==> src/rtl/centroid_calc_pkg.sv <==
// Shared widths and FSM encoding for the centroid stage and the Kalman stage.
package centroid_calc_pkg;

  localparam int unsigned CC_DISP_WIDTH = 11;
  localparam int unsigned CC_CNT_WIDTH  = 22;
  localparam int unsigned CC_SUM_WIDTH  = CC_DISP_WIDTH + CC_CNT_WIDTH;
  localparam int unsigned CC_MIN_COUNT  = 16;

  typedef enum logic [1:0] {
    ST_IDLE   = 2'd0,
    ST_DIVIDE = 2'd1,
    ST_OUTPUT = 2'd2
  } cc_state_t;

endpackage

==> src/rtl/centroid_calc_seq_divider.sv <==
// Unsigned restoring divider, one quotient bit per cycle.
// The first step is taken on the start edge itself, so done pulses exactly
// DVD_W cycles after the start cycle with the final quotient already held.
module seq_divider
  import centroid_calc_pkg::*;
#(
  parameter int unsigned DVD_W = CC_SUM_WIDTH,
  parameter int unsigned DVS_W = CC_CNT_WIDTH
) (
  input  logic             clk,
  input  logic             aresetn,
  input  logic             start,
  input  logic [DVD_W-1:0] dividend,
  input  logic [DVS_W-1:0] divisor,
  output logic [DVD_W-1:0] quotient,
  output logic             done
);

  localparam int unsigned CW = $clog2(DVD_W + 1);

  logic [DVS_W-1:0] r_rem;
  logic [DVS_W-1:0] r_dvs;
  logic [DVD_W-1:0] r_quo;
  logic [CW-1:0]    r_count;
  logic             r_busy;
  logic             r_done;

  logic [DVS_W-1:0] w_rem_src;
  logic [DVS_W-1:0] w_dvs_src;
  logic [DVD_W-1:0] w_quo_src;
  logic [DVS_W:0]   w_shift;
  logic [DVS_W-1:0] w_diff;
  logic             w_fits;
  logic [DVS_W-1:0] w_rem_next;
  logic [DVD_W-1:0] w_quo_next;

  // One restoring step; on start it works on fresh operands instead of the held ones.
  always_comb begin
    w_rem_src  = start ? '0 : r_rem;
    w_dvs_src  = start ? divisor : r_dvs;
    w_quo_src  = start ? dividend : r_quo;
    w_shift    = {w_rem_src, w_quo_src[DVD_W-1]};
    w_fits     = (w_shift >= {1'b0, w_dvs_src});
    // The true difference is below the divisor whenever it fits, so modulo width is exact.
    w_diff     = w_shift[DVS_W-1:0] - w_dvs_src;
    w_rem_next = w_fits ? w_diff : w_shift[DVS_W-1:0];
    w_quo_next = {w_quo_src[DVD_W-2:0], w_fits};
  end

  // Divider state: operand capture, iteration count and done pulse.
  always_ff @(posedge clk) begin
    if (!aresetn) begin
      r_rem   <= '0;
      r_dvs   <= '0;
      r_quo   <= '0;
      r_count <= '0;
      r_busy  <= 1'b0;
      r_done  <= 1'b0;
    end else begin
      r_done <= 1'b0;
      if (start) begin
        r_rem   <= w_rem_next;
        r_quo   <= w_quo_next;
        r_dvs   <= divisor;
        r_count <= CW'(DVD_W - 1);
        r_busy  <= 1'b1;
      end else if (r_busy) begin
        r_rem   <= w_rem_next;
        r_quo   <= w_quo_next;
        r_count <= r_count - 1'b1;
        if (r_count == CW'(1)) begin
          r_busy <= 1'b0;
          r_done <= 1'b1;
        end
      end
    end
  end

  assign quotient = r_quo;
  assign done     = r_done;

endmodule

==> src/rtl/centroid_calc.sv <==
// Per-frame centroid of target pixels, delivered as one (z_x, z_y)
// measurement per frame on a valid/ready handshake.
module centroid_calc
  import centroid_calc_pkg::*;
#(
  parameter int unsigned DISP_WIDTH = CC_DISP_WIDTH,
  parameter int unsigned CNT_WIDTH  = CC_CNT_WIDTH,
  parameter int unsigned SUM_WIDTH  = DISP_WIDTH + CNT_WIDTH,
  parameter int unsigned MIN_COUNT  = CC_MIN_COUNT
) (
  input  logic                  clk,
  input  logic                  aresetn,
  input  logic                  pix_valid,
  input  logic [DISP_WIDTH-1:0] pix_x,
  input  logic [DISP_WIDTH-1:0] pix_y,
  input  logic                  pix_hit,
  input  logic                  frame_end,
  output logic [DISP_WIDTH-1:0] z_x,
  output logic [DISP_WIDTH-1:0] z_y,
  output logic                  valid,
  input  logic                  ready,
  output logic                  no_target,
  output logic                  frame_drop
);

  cc_state_t r_state;
  cc_state_t w_state_next;

  logic [SUM_WIDTH-1:0]  r_sum_x;
  logic [SUM_WIDTH-1:0]  r_sum_y;
  logic [CNT_WIDTH-1:0]  r_cnt;
  logic [DISP_WIDTH-1:0] r_z_x;
  logic [DISP_WIDTH-1:0] r_z_y;
  logic                  r_no_target;
  logic                  r_frame_drop;

  logic                  w_hit;
  logic                  w_idle;
  logic [SUM_WIDTH-1:0]  w_sum_x_fin;
  logic [SUM_WIDTH-1:0]  w_sum_y_fin;
  logic [CNT_WIDTH-1:0]  w_cnt_fin;
  logic                  w_enough;
  logic                  w_start;
  logic [SUM_WIDTH-1:0]  w_quo_x;
  logic [SUM_WIDTH-1:0]  w_quo_y;
  logic                  w_done_x;
  logic                  w_done_y;
  logic                  w_unused;

  // Frame totals including the current-cycle pixel, and the start decision.
  always_comb begin
    w_hit       = pix_valid & pix_hit;
    w_idle      = (r_state == ST_IDLE);
    w_sum_x_fin = r_sum_x + (w_hit ? SUM_WIDTH'(pix_x) : '0);
    w_sum_y_fin = r_sum_y + (w_hit ? SUM_WIDTH'(pix_y) : '0);
    w_cnt_fin   = r_cnt + CNT_WIDTH'(w_hit);
    w_enough    = (w_cnt_fin >= CNT_WIDTH'(MIN_COUNT));
    w_start     = frame_end & w_idle & w_enough;
  end

  // Accumulators; frame_end clears them in any state so the next frame starts clean.
  always_ff @(posedge clk) begin
    if (!aresetn) begin
      r_sum_x <= '0;
      r_sum_y <= '0;
      r_cnt   <= '0;
    end else if (frame_end) begin
      r_sum_x <= '0;
      r_sum_y <= '0;
      r_cnt   <= '0;
    end else begin
      r_sum_x <= w_sum_x_fin;
      r_sum_y <= w_sum_y_fin;
      r_cnt   <= w_cnt_fin;
    end
  end

  // Two dividers share the start pulse and the hit count as divisor.
  seq_divider #(
    .DVD_W(SUM_WIDTH),
    .DVS_W(CNT_WIDTH)
  ) u_div_x (
    .clk      (clk),
    .aresetn  (aresetn),
    .start    (w_start),
    .dividend (w_sum_x_fin),
    .divisor  (w_cnt_fin),
    .quotient (w_quo_x),
    .done     (w_done_x)
  );

  seq_divider #(
    .DVD_W(SUM_WIDTH),
    .DVS_W(CNT_WIDTH)
  ) u_div_y (
    .clk      (clk),
    .aresetn  (aresetn),
    .start    (w_start),
    .dividend (w_sum_y_fin),
    .divisor  (w_cnt_fin),
    .quotient (w_quo_y),
    .done     (w_done_y)
  );

  // A mean never exceeds the largest coordinate, so the quotient upper bits are always zero.
  assign w_unused = ^{w_quo_x[SUM_WIDTH-1:DISP_WIDTH], w_quo_y[SUM_WIDTH-1:DISP_WIDTH], w_done_y};

  // FSM state register.
  always_ff @(posedge clk) begin
    if (!aresetn) begin
      r_state <= ST_IDLE;
    end else begin
      r_state <= w_state_next;
    end
  end

  // FSM next-state logic.
  always_comb begin
    w_state_next = r_state;
    case (r_state)
      ST_IDLE:   if (w_start)  w_state_next = ST_DIVIDE;
      ST_DIVIDE: if (w_done_x) w_state_next = ST_OUTPUT;
      ST_OUTPUT: if (ready)    w_state_next = ST_IDLE;
      default:                 w_state_next = ST_IDLE;
    endcase
  end

  // One-cycle status pulses for a weak frame or a frame ending while busy.
  always_ff @(posedge clk) begin
    if (!aresetn) begin
      r_no_target  <= 1'b0;
      r_frame_drop <= 1'b0;
    end else begin
      r_no_target  <= frame_end & w_idle & ~w_enough;
      r_frame_drop <= frame_end & ~w_idle;
    end
  end

  // Measurement registers, loaded once per frame and held through OUTPUT.
  always_ff @(posedge clk) begin
    if (!aresetn) begin
      r_z_x <= '0;
      r_z_y <= '0;
    end else if ((r_state == ST_DIVIDE) && w_done_x) begin
      r_z_x <= w_quo_x[DISP_WIDTH-1:0];
      r_z_y <= w_quo_y[DISP_WIDTH-1:0];
    end
  end

  assign z_x        = r_z_x;
  assign z_y        = r_z_y;
  assign valid      = (r_state == ST_OUTPUT);
  assign no_target  = r_no_target;
  assign frame_drop = r_frame_drop;

endmodule

==> config.mk <==
export PLATFORM = sky130hd
export DESIGN_NAME = centroid_calc
export DESIGN_NICKNAME = d
export VERILOG_FILES = /design/src/rtl/centroid_calc_pkg.sv /design/src/rtl/centroid_calc_seq_divider.sv /design/src/rtl/centroid_calc.sv
export SDC_FILE = /design/constraint.sdc
export NUM_CORES = 1
export LEC_CHECK = 0
export CORE_ASPECT_RATIO = 0.75
export CORE_MARGIN = 3
export CORE_UTILIZATION = 60
export CTS_BUF_LIST = sky130_fd_sc_hd__clkbuf_8
export CTS_CLUSTER_SIZE = 10
export DETAILED_ROUTE_END_ITERATION = 8
export GPL_TIMING_DRIVEN = 0
export PLACE_DENSITY = 0.78
export RECOVER_POWER = 25
export SLEW_MARGIN = 10
export SYNTH_ARGS = -nofsm -noshare
export SYNTH_HDL_FRONTEND = slang
export SYNTH_SLANG_ARGS = --single-unit
==> constraint.sdc <==
create_clock -name clk -period 7.7 [get_ports clk]
set_clock_uncertainty 0.05 [all_clocks]
set_input_delay 1.54 -clock clk [delete_from_list [all_inputs] [get_ports clk]]
set_output_delay 1.54 -clock clk [all_outputs]
set_load 0.01 [all_outputs]
# Word level (Yosys, flattened, before mapping)
# Cells that the tools add are included.
[word_totals]
reg_bits = 283
inputBits = 28
out_inout_bits = 25
word_cells = 88
[classes]
add_sub_neg = 7
order_cmp = 3
eq_ne = 7
n_mux = 33
bitwise = 9
reduce_logical = 8
[ops]
columns = ["cell", "n"]
rows = [
  ["$mux W22", 10],
  ["$mux W33", 6],
  ["$add A33 B11 Y33", 2],
  ["$ge A23 B22 Y1", 2],
  ["$sub A22 B22 Y22", 2],
  ["$mux W6", 4],
  ["$add A22 B1 Y22", 1],
  ["$ge A22 B5 Y1 const B", 1],
  ["$mux W11", 2],
  ["$eq A6 B1 Y1 const B", 2],
  ["$sub A6 B1 Y6 const B", 2],
  ["$mux W1", 7],
  ["$mux W2", 3],
  ["$ne A2 B1 Y1 const B", 3],
  ["$pmux W2 S3", 1],
  ["$and A1 B1 Y1", 5],
  ["$not A1 Y1", 4],
  ["$reduce_bool A2 Y1", 2],
  ["$reduce_or A2 Y1", 2],
  ["$reduce_and A3 Y1", 1],
  ["$reduce_or A3 Y1", 1],
  ["$eq A2 B1 Y1 const B", 1],
  ["$eq A2 B2 Y1 const B", 1],
  ["$logic_not A2 Y1", 1],
  ["$logic_and A1 B1 Y1", 1],
]

# Depth between registers and ports, before layout
[depth]
word_depth = 9
mapped_depth = 31
ltp_nobuf = 30

# Modules after synthesis
# Synthesis repeated with hierarchy kept, for this count alone.
[hier_totals]
hier_cells = 1927
area_unflattened_um2 = 16439.5
[modules_own_cells]
columns = ["mod", "n_inst", "cells_per_inst", "area_per_inst_um2", "seq_area_each_um2"]
rows = [
  ["centroid_calc", 1, 694, 5983.2, 2282.2],
  ["seq_divider at u_div_y", 1, 632, 5336.4, 1701.6],
  ["seq_divider at u_div_x", 1, 601, 5119.9, 1701.6],
]

# Worst setup path after synthesis
# OpenSTA, ideal clock, no wires.
[synth_timing]
path_type = "input to register"
start = "input port pix_valid"
end = "register u_div_x.r_rem[5]"
arrival_time_ns = 6.945
required_ns = 7.527
setup_slack_ns = 0.582
cell_stages = 25
path_cell_list = "and2_1 -> ha_1 -> nand4_2 -> or4b_1 -> a211oi_1 -> o2111a_1 -> nand4_2 -> o21ai_0 -> clkbuf_1 -> clkbuf_1 -> mux2i_1 -> ha_1 -> nor2b_1 -> o21ai_0 -> a21oi_1 -> o21ai_0 -> a211oi_1 -> o2111ai_1 -> and3_1 -> o31a_1 -> o31a_1 -> buf_2 -> buf_2 -> a21oi_1 -> o22ai_1"
[synth_between]
elab_chain_len = 9
elab_cells_between_ends = 15
[synth_rtl]
columns = ["element", "line", "rtl"]
rows = [
  ["from (decl)", "centroid_calc.sv:13", "input logic pix_valid,"],
  ["$and A1 B1 Y1 (*)", "centroid_calc.sv:52", "w_hit = pix_valid & pix_hit;"],
  ["$add A22 B1 Y22", "centroid_calc.sv:56", "w_cnt_fin = r_cnt + CNT_WIDTH'(w_hit);"],
  ["$ge A22 B5 Y1", "centroid_calc.sv:57", "w_enough = (w_cnt_fin >= CNT_WIDTH'(MIN_COUNT));"],
  ["$and A1 B1 Y1", "centroid_calc.sv:58", "w_start = frame_end & w_idle & w_enough;"],
  ["$mux W33, or another cell as far along", "centroid_calc_seq_divider.sv:41", "w_quo_src = start ? dividend : r_quo;"],
  ["$sub A22 B22 Y22 / $ge A23 B22 Y1 (equally long branches)", "centroid_calc_seq_divider.sv:45, centroid_calc_seq_divider.sv:43", ""],
  ["$mux W22", "centroid_calc_seq_divider.sv:46", "w_rem_next = w_fits ? w_diff : w_shift[DVS_W-1:0];"],
  ["$mux W22", "centroid_calc_seq_divider.sv:67", "end else if (r_busy) begin"],
  ["$mux W22", "centroid_calc_seq_divider.sv:61", "if (start) begin"],
  ["to (signal assigned)", "centroid_calc_seq_divider.sv:62", "r_rem <= w_rem_next;"],
  ["to (signal assigned)", "centroid_calc_seq_divider.sv:68", "r_rem <= w_rem_next;"],
  ["to (decl)", "centroid_calc_seq_divider.sv:21", "logic [DVS_W-1:0] r_rem;"],
]
# Every way passes the cells marked *; elsewhere a longest branch is shown, timed or not. The select of a mux whose other input is x is not followed.
# A chain may end at the register's enable or synchronous reset.

# Final worst setup path
[layout_timing]
start = "input port pix_valid"
end = "register u_div_x.r_rem[16]"
# The elaborated chain is that of the path after synthesis.

==> results.toml <==
[power_and_ir_drop]
power.density_nw_per_um2 = 169.6
ir_drop_uv = 142.9
combPwrFrac = 0.032
seq_power_share = 0.516
power_leakage_uw = 0.006850
clkPwrFrac = 0.452
p_int_uw = 2168
switchingPower_uw = 677.3
swShare = 0.2381

[critical_path]
critical_path_required_ns = 8.05
r2r_start = "r_cnt[0]$_SDFF_PP0_"
arrival_ns = 7.83
ff2ff_path_depth = 23
path_class = "in -> reg"
cp-end-kind = "flop"
crit_path_max_fanout = 10
critPathLaunch = "pix_valid"
cp-start-kind = "primary input"

[global_routing]
grt_pass1_vias = 12830
grt_use_total = 0.3091
gr-total-overflow = 0
antenna_found_initial = 0
grt_max_degree = 13
grt_pass1_wl_um = 66860

[drt]
wl_um = 41770
drc_errors = 0
avgViaCountPerCell = 6.001
wl_per_cell_um = 18.68
drtIter0Drc = 1298
num_vias = 13420
final_antenna_net_count = 0
first_pass_iters = 8

[placed_design]
numPortBuffers = 51
pre_cts_ws_ns = -2.091
dp_hpwl_um = 30670
place.gp.congestion = 0.9473
dp.cells = 2151

[synthesis]
yosysWarnings = 0
synth_cell_types = 66
synth_nets = 1879
synth_edf_count = 0
synthFlopType = "dfxtp_1"
ys_async_sr_fraction = 0
synth_area_um2 = 14730
ys_ff_latch = 283
netlist_instances = 1775
avgSynthCellArea_um2 = 8.297
ys_seq_area_frac = 0.3847

[die]
placementRows = 48
die_area_um2 = 26480
start_util = 0.6256
fp.dieW_um = 186.9
ios = 53
core_um2 = 23540
die_h_um = 141.7

[clocking]
cts.sinks = 283
hold_buffers = 0
cts-htree-levels = 2
numCtsBuffers = 45
cts-root-buf = "clkbuf_8"
cts_buffer_depth = 3
clk_latency_ns = 0.57
cts_tree = "built"
clk_pin_slew_ns = 0.07

[sta]
worst_slack_ns = 0.2198
fmax_ghz = 0.1337
drv_slew = 0
finalCritPeriodShare = 0.9715
relSlewSlack = 0.4040
finalSetupViolations = 0
worst_pin_slew_ns = 0.8940
fin_crit_ns = 7.480
timing.final.hold_violations = 0

[hold_path]
min_from = "z_y[8]$_SDFFE_PN0P_"
hold_class = "reg -> reg"
hold_path_depth = 2

[run]
max_cap_viol_count = 0

[status]
status = "complete, no violations"

[final_layout]
drive_above_1_share = 0.07853
fin_cells = 2236
syn2layout_area_growth_pct = 13.86
postLayoutCoreUtil = 0.7123
layout.nets = 1982
[final timing paths]
kind	to	slack [ns]
worst max-delay path	u_div_x.r_rem[16]$_SDFFE_PN0P_	0.22
worst min-delay path	z_y[8]$_SDFFE_PN0P_	0.40
worst max register to register	u_div_x.r_rem[16]$_SDFFE_PN0P_	1.51
worst min register to register	z_y[8]$_SDFFE_PN0P_	0.40
[cell type report]
cell class | instances | area [um^2]
Clock inverter | 22 | 103.9
Clock buffer | 57 | 784.5
Antenna cell | 1 | 2.502
Tap cell | 325 | 406.6
Timing Repair Buffer | 56 | 548.0
Inverter | 44 | 165.2
Fill cell | 1887 | 6773
Multi-Input combinational cell | 1345 | 8641
Buffer | 103 | 452.9
Sequential cell | 283 | 5665
[layer usage]
metal / vias up / routed length [um] / global-route usage
met3: 62 / 3839 / 0.07632
met1: 6367 / 19990 / 0.4549
li1: 6436 / - / -
met4: 0 / 712 / 0.08111
met2: 553 / 17230 / 0.4529
met5: - / 0 / 0
[power groups by stage]
stage / Combinational [uW] / Clock, uW / Sequential, uW
2_1_floorplan: 47.5 / 0 / 1500
3_3_place_gp: 84.4 / 0 / 1500
3_5_place_dp: 86.0 / 0 / 1500
4_1_cts: 87.4 / 1290 / 1470
5_1_grt: 97.2 / 1370 / 1470
6_report: 90.5 / 1290 / 1470
[layout by cell type (no fill, tap or decap), types with 58 or more instances in the layout]
| cell type | netlist | final |
|---|---|---|
| nor2_1 | 220 | 220 |
| a211oi_1 | 90 | 87 |
| nand2_1 | 136 | 136 |
| ha_1 | 72 | 70 |
| a21oi_1 | 144 | 142 |
| clkbuf_8 | 0 | 58 |
| dfxtp_1 | 283 | 283 |
| o21ai_0 | 116 | 111 |
| xnor2_1 | 86 | 86 |
| clkbuf_1 | 87 | 75 |
[worst max-delay path: stages]
cell and delay (ns):
clkdlybuf4s50_1 0.51, and2_4 0.20, ha_4 0.18, nand4_4 0.17, or4b_1 0.52, a211oi_2 0.20
o2111a_2 0.28, nand4_4 0.17, o21ai_4 0.26, buf_4 0.23, clkbuf_1 0.58, and2_1 0.27
ha_1 0.19, inv_1 0.06, a21oi_1 0.16, o21ai_1 0.15, a211oi_2 0.33, o2111ai_1 0.19
and3_4 0.26, o31a_1 0.34, o31a_1 0.33, buf_2 0.20, buf_2 0.22, a21oi_1 0.18
a21oi_1 0.09
[kinds of logic after synthesis]
family                     share of synthesized area
adders and majority gates                    0.06660
muxes                                        0.02829
buffers and inverters                        0.03933
DFF                                           0.3847
AOI/OAI and AO/OA                             0.1913
xor gates and xnor gates                     0.07552
and+or+nand+nor                               0.2143
[Yosys cell counts, types with 3 or more instances]
cell       instances  area share
ha_1              72       0.061
nand2_1          136       0.035
dfxtp_1          283        0.38
a2111oi_0          3      0.0018
xnor2_1           86       0.051
and2_1            60       0.025
o21a_1             4      0.0020
nor4_1            12      0.0051
inv_1             43       0.011
a21o_1            28       0.014
nor2_1           220       0.056
nand3_1           30       0.010
a211oi_1          90       0.046
a21oi_1          144       0.049
buf_2             10      0.0034
o31a_1             4      0.0024
o22ai_1           10      0.0042
mux2_2            17       0.013
nand3b_1           3      0.0015
nor3_1            25      0.0085
and3_1            47       0.020
nand2b_1          16      0.0068
xor2_1            41       0.024
nor2b_1           49       0.021
o21bai_1          15      0.0076
buf_1              4      0.0010
nand4_1           18      0.0076
fa_1               4      0.0054
mux2i_1           21       0.014
o211ai_1           3      0.0015
and4_1            10      0.0059
o211a_1            4      0.0027
a31oi_1           18      0.0076
clkbuf_1          87       0.022
o21ai_0          116       0.039
[per-stage QoR]
step	total power (uW)	instance area, um^2	TNS, ns	hold WS (ns)
floorplan	1549	14730	0	0.3773
global placement	1586	15650	-103.41	0.3887
detailed placement	1587	15650	-84.85	0.3944
CTS	2848	16650	0	0.4050
finish	2845	16770	0	0.4035
global route	2934	16770	-0.04327	0.4353
[what timing repair did]
item / in CTS / in global routing
gates cloned: 0 / 0
endpoints found under the setup margin: 46 / 46
setup buffers: 3 / 2
resized for setup: 30 / 33
pin swaps: 2 / 8
endpoints found under the hold margin: 0 / 0
[flip-flops by register name (all words and copies together) (netlist names), 2 cells and up]
signal            cells
u_div_x.r_rem        22
u_div_x.r_dvs        22
u_div_y.quotient     33
u_div_y.r_rem        22
r_state               2
u_div_x.r_count       6
r_sum_x              33
z_x                  11
r_cnt                22
u_div_x.quotient     33
z_y                  11
u_div_y.r_dvs        22
u_div_y.r_count       6
r_sum_y              33
(Power assumes the default switching activity.)
==> RTL change 1, RTL diff (config.mk and constraints unchanged) <==
Encoding of `cc_state_t`: now one-hot (3 bits for 3 states).
--- a/src/rtl/centroid_calc_pkg.sv
+++ b/src/rtl/centroid_calc_pkg.sv
@@ -6,10 +6,10 @@
   localparam int unsigned CC_SUM_WIDTH  = CC_DISP_WIDTH + CC_CNT_WIDTH;
   localparam int unsigned CC_MIN_COUNT  = 16;
 
-  typedef enum logic [1:0] {
-    ST_IDLE   = 2'd0,
-    ST_DIVIDE = 2'd1,
-    ST_OUTPUT = 2'd2
+  typedef enum logic [2:0] {
+    ST_IDLE   = 3'b001,
+    ST_DIVIDE = 3'b010,
+    ST_OUTPUT = 3'b100
   } cc_state_t;
 
 endpackage
Function: no difference found for any inputs over 10 cycles, from zero or initial values and one cycle with aresetn low; not proved beyond that.
==> RTL change 1 against the original RTL <==
  * Sequential cell count is 1 higher
  * Global-route usage is 0.24 points higher
  * Count of clock-buffer cells in the layout is 1 higher
  * Synthesized cell count is 0.23% higher
  * Synthesized area is 1.3% higher
  * Highest routed layer unchanged
  * Setup slack better by 0.25 ns
  * Largest power group unchanged
  * Clock power is 4% higher
  * Core utilization is 0.45 points lower
  * Wire length is 2.3% higher
  * Critical path depth is 3 higher
  * Total power is 2.1% higher
  * Design area is 2.2% higher
  * Die area is 1.2% higher
==> RTL change 1: results (changes against the original RTL) <==
cpPeakStageDelay_ns: 0.45  # -0.13 ns
yosysSeqAreaShare: 0.381  # -0.00353
use_met1: 0.475  # +0.0200
drive_gt1_frac: 0.0942  # +0.0156
portBuffers: 52  # +2.0%
wl_per_cell_um: 19.0  # +1.5%
crit_arrival_ns: 7.60  # -0.23 ns
nets: 1994  # +0.61%
antennaDiodeCount: 0  # -1
ir_drop_v: 0.000152  # +6.7%
htree_num_levels: 2  # unchanged
slew_headroom: 0.439  # +0.0354
r2r_cells: 25  # +8.7%
grt_use_total: 0.312  # +0.00242
antenna_found_initial: 0  # unchanged
yosys_warnings: 0  # unchanged
maxCapViolations: 0  # unchanged
grt_pass1_vias: 12600  # -1.5%
first_pass_iters: 6  # -2
reg2reg_to: "u_div_y.r_rem[21]"
hp-start: "z_x[5]"
synth_fp_nets: 1883  # +0.21%
rrSetupSlack_ns: 1.63  # +0.12 ns
vias: 13700  # +2.3%
root_buffer: "clkbuf_8"
synth.distinct_cells: 76  # +15%
drtIter0Drc: 1365  # +5.2%
use_met2: 0.461  # +0.00821
use_met3: 0.0448  # -0.0315
detailed_place_hpwl_um: 31100  # +1.4%
netlist_top_cells_count: "284 x dfxtp_1, 193 x nor2_1, 156 x nand2_1"
ys_top_cells_by_area: "dfxtp_1 38%, ha_1 6.0%, xnor2_1 5.2%"
status: "complete, no violations"
crit_slowest_cell: "or4_1"
pre_cts_slack_ns: -2.83  # -0.739 ns
grt_pass1_wl_um: 67700  # +1.2%
dpl.cell_count: 2162  # +0.51%
netlist_instances: 1779  # +0.23%
fin_cells: 2253  # +0.76%
placed_cell_area_um2: 15900  # +1.3%
nFillCells: 1922  # +1.9%
gp_congestion: 0.933  # -1.5%
min_to: "z_x[5]"
-- RTL change 1: cell type report --
cell class | instances | area [µm²] | area share
inverters | 41 | 154 | 0.00898
clock inverters | 20 | 124 | 0.00723
repair buffers | 66 | 622 | 0.0363
plain buffers | 103 | 494 | 0.0288
multi-input cells | 1350 | 8850 | 0.516
flip-flops and latches | 284 | 5690 | 0.332
clock buffers | 58 | 798 | 0.0466
well taps | 331 | 414 | 0.0242
-- RTL change 1: power breakdown --
part | internal (µW) | switching (µW)
clock network | 711 | 627
logic | 33.1 | 59.6
registers | 1470 | 1.49
total | 2220 | 688
-- RTL change 1: worst min-delay path, cell delays in order (launching register included) --
cell and delay [ns]:
dfxtp_1 0.31, nand2_1 0.05, a21oi_1 0.05
-- RTL change 1: per-stage QoR --
step | total power, µW | hold slack, ns | TNS, ns | util
after global placement | 1590 | 0.393 | -96.74 | 0.655
after detailed placement | 1600 | 0.398 | -100.38 | 0.655
after global routing | 2980 | 0.430 | 0 | 0.708
final | 2900 | 0.400 | 0 | 0.708
after CTS | 2900 | 0.407 | 0 | 0.701
after floorplan | 1550 | 0.369 | 0 | -
-- RTL change 1: timing repair --
action	in CTS	in global routing
resized for setup	45	38
setup buffers	7	7
endpoints found under the setup margin	46	46
pin swaps	7	6
-- RTL change 1: how the worst max path moves through the flow --
stage	from	to	slack, ns	depth (start not counted)
4_1_cts	pix_valid	u_div_x.r_rem[18]	0.03	27
5_1_grt	pix_valid	u_div_x.r_rem[13]	0.21	31
6_report	pix_valid	u_div_y.r_rem[21]	0.47	28
3_5_place_dp	pix_hit	u_div_y.r_rem[18]	-2.83	29
2_1_floorplan	pix_valid	u_div_y.r_rem[18]	0.22	28
3_3_place_gp	pix_valid	u_div_y.r_rem[18]	-2.58	28
-- RTL change 1: cell families (layout without fill, tap and decap cells) --
logic type | after synthesis | after routing | synth area share
flip-flops | 284 | 284 | 0.381
AO/OA/AOI/OAI | 451 | 451 | 0.187
multiplexers | 60 | 60 | 0.0425
XOR/XNOR | 126 | 126 | 0.0740
adder cells (fa/ha/maj) | 76 | 76 | 0.0658
buffers and inverters | 145 | 288 | 0.0385
AND/OR/NAND/NOR | 637 | 637 | 0.211
-- RTL change 1: routing by layer --
metal,share of wire,up-vias
met1,0.48,6563
met2,0.42,616
met5,0,-
met3,0.086,92
li1,-,6460
met4,0.021,0
==> RTL change 2, RTL diff (same settings) <==
Without the edit above. Set the package constant `CC_DISP_WIDTH` to 13 (it was 11).
--- a/src/rtl/centroid_calc_pkg.sv
+++ b/src/rtl/centroid_calc_pkg.sv
@@ -1,7 +1,7 @@
 // Shared widths and FSM encoding for the centroid stage and the Kalman stage.
 package centroid_calc_pkg;
 
-  localparam int unsigned CC_DISP_WIDTH = 11;
+  localparam int unsigned CC_DISP_WIDTH = 13;
   localparam int unsigned CC_CNT_WIDTH  = 22;
   localparam int unsigned CC_SUM_WIDTH  = CC_DISP_WIDTH + CC_CNT_WIDTH;
   localparam int unsigned CC_MIN_COUNT  = 16;
Ports: changed (resized pix_x, pix_y, z_x and z_y); port bits go from 53 to 61. No check against the original RTL was run, so the function may have changed too.
==> RTL change 2 against the original RTL <==
  * Total power up 2.2%
  * Design area rose by 5.5%
  * Critical endpoint is now u_div_y.r_rem[20]
  * Via count increased by 5.7%
  * Wire length is 4.3% higher
  * Sequential cell count grew 12
  * Global-route usage shrank 0.49 points
  * Setup slack about the same
  * Synthesized area up 5.2%
  * Sequential share of layout area fell by 0.41 points
  * Hold slack got worse by 0.0038 ns
  * First-iteration DRC count is 4.2% higher
  * Cell count up 5.1%
==> RTL change 2: results (changes against the original RTL) <==
power_leakage_uw: 0.00724  # +5.7%
nets: 2099  # +5.9%
grt_max_degree: 12  # -1
worst_pin_slew_ns: 0.843  # -0.0509 ns
dpl.cell_count: 2256  # +4.9%
synth_compound_area_frac: 0.201  # +0.00920
drive_gt1_frac: 0.0815  # +0.00294
vias: 14200  # +5.7%
grt_pass1_vias: 13200  # +3.0%
antennaDiodeCount: 0  # -1
ir_drop_v: 0.000140  # -1.7%
totalWireLength_um: 43600  # +4.3%
crit_fanout: 4  # -6
pre_cts_slack_ns: -1.83  # +0.262 ns
synth_area_per_cell_um2: 8.34  # +0.46%
synthMuxAreaShare: 0.0251  # -0.00316
detailed_place_hpwl_um: 31200  # +1.7%
yosysSeqAreaShare: 0.381  # -0.00335
antenna_found_initial: 0  # unchanged
grt_pass1_wl_um: 68800  # +3.0%
crit_slowest_cell: "or4b_2"
gp_congestion: 0.934  # -1.4%
synth_fp_nets: 1970  # +4.8%
drtIter0Drc: 1352  # +4.2%
synth_fa_ha_area_frac: 0.0666  # about the same
netlist_top_cells_count: "295 x dfxtp_1, 212 x nor2_1, 148 x nand2_1"
synth_xor_xnor_area_share: 0.0758  # +0.000255
first_pass_iters: 5  # -3
cpPeakStageDelay_ns: 0.63  # +0.05 ns
portBuffers: 60  # +18%
nFillCells: 2036  # +7.9%
status: "complete, no violations"
ys_top_cells_by_area: "dfxtp_1 38%, ha_1 6.1%, a211oi_1 5.9%"
grt_use_total: 0.304  # -0.00491
crit_arrival_ns: 7.89  # +0.06 ns
[RTL change 2: area by class of cell]
cell class | count | area share
Multi-Input combinational cell | 1399 | 0.511
Sequential cell | 295 | 0.334
Timing Repair Buffer | 82 | 0.0438
Clock buffer | 54 | 0.0420
Buffer | 114 | 0.0285
Tap cell | 338 | 0.0239
Inverter | 50 | 0.0106
Clock inverter | 19 | 0.00615
[RTL change 2: path summary, 6_finish.rpt]
path                            cells after the start                end  slack (ns)  startpoint
worst max-delay path                               30  u_div_y.r_rem[20]        0.22    pix_y[0]
worst min-delay path                                2             z_x[3]        0.40      z_x[3]
worst max register to register                     28  u_div_y.r_rem[20]        1.47   r_cnt[11]
worst min register to register                      2             z_x[3]        0.40      z_x[3]
[RTL change 2: routing by layer]
layer	part of all wire	global-route usage	vias to the layer above
met4	0.021	0.0803	0
li1	-	-	6774
met5	0	0	-
met2	0.43	0.449	593
met1	0.46	0.454	6725
met3	0.089	0.0572	85
[RTL change 2: cells by family after synthesis]
group | after synthesis
simple gates | 663
compound gates | 485
flops | 295
buf+inv | 164
xor+xnor | 134
fa+ha+maj | 80
mux | 37
[RTL change 2: what timing repair did]
item	CTS	global route
setup endpoints to repair	46	46
pin swaps	9	18
resized for setup	28	36
buffers inserted	11	11
[RTL change 2: through the flow]
stage | instance area [µm²] | hold WS [ns]
after floorplan | 15500 | 0.380
after global placement | 16500 | 0.396
after detailed placement | 16500 | 0.396
after CTS | 17500 | 0.403
after global routing | 17700 | 0.413
final | 17700 | 0.400
[RTL change 2: power by group]
| group | leakage, µW | internal (µW) | total [µW] | switching (µW) |
|---|---|---|---|---|
| registers | 0.00238 | 1530 | 1530 | 1.28 |
| clock network | 0.000490 | 664 | 1280 | 613 |
| logic | 0.00438 | 34.7 | 98.9 | 64.2 |
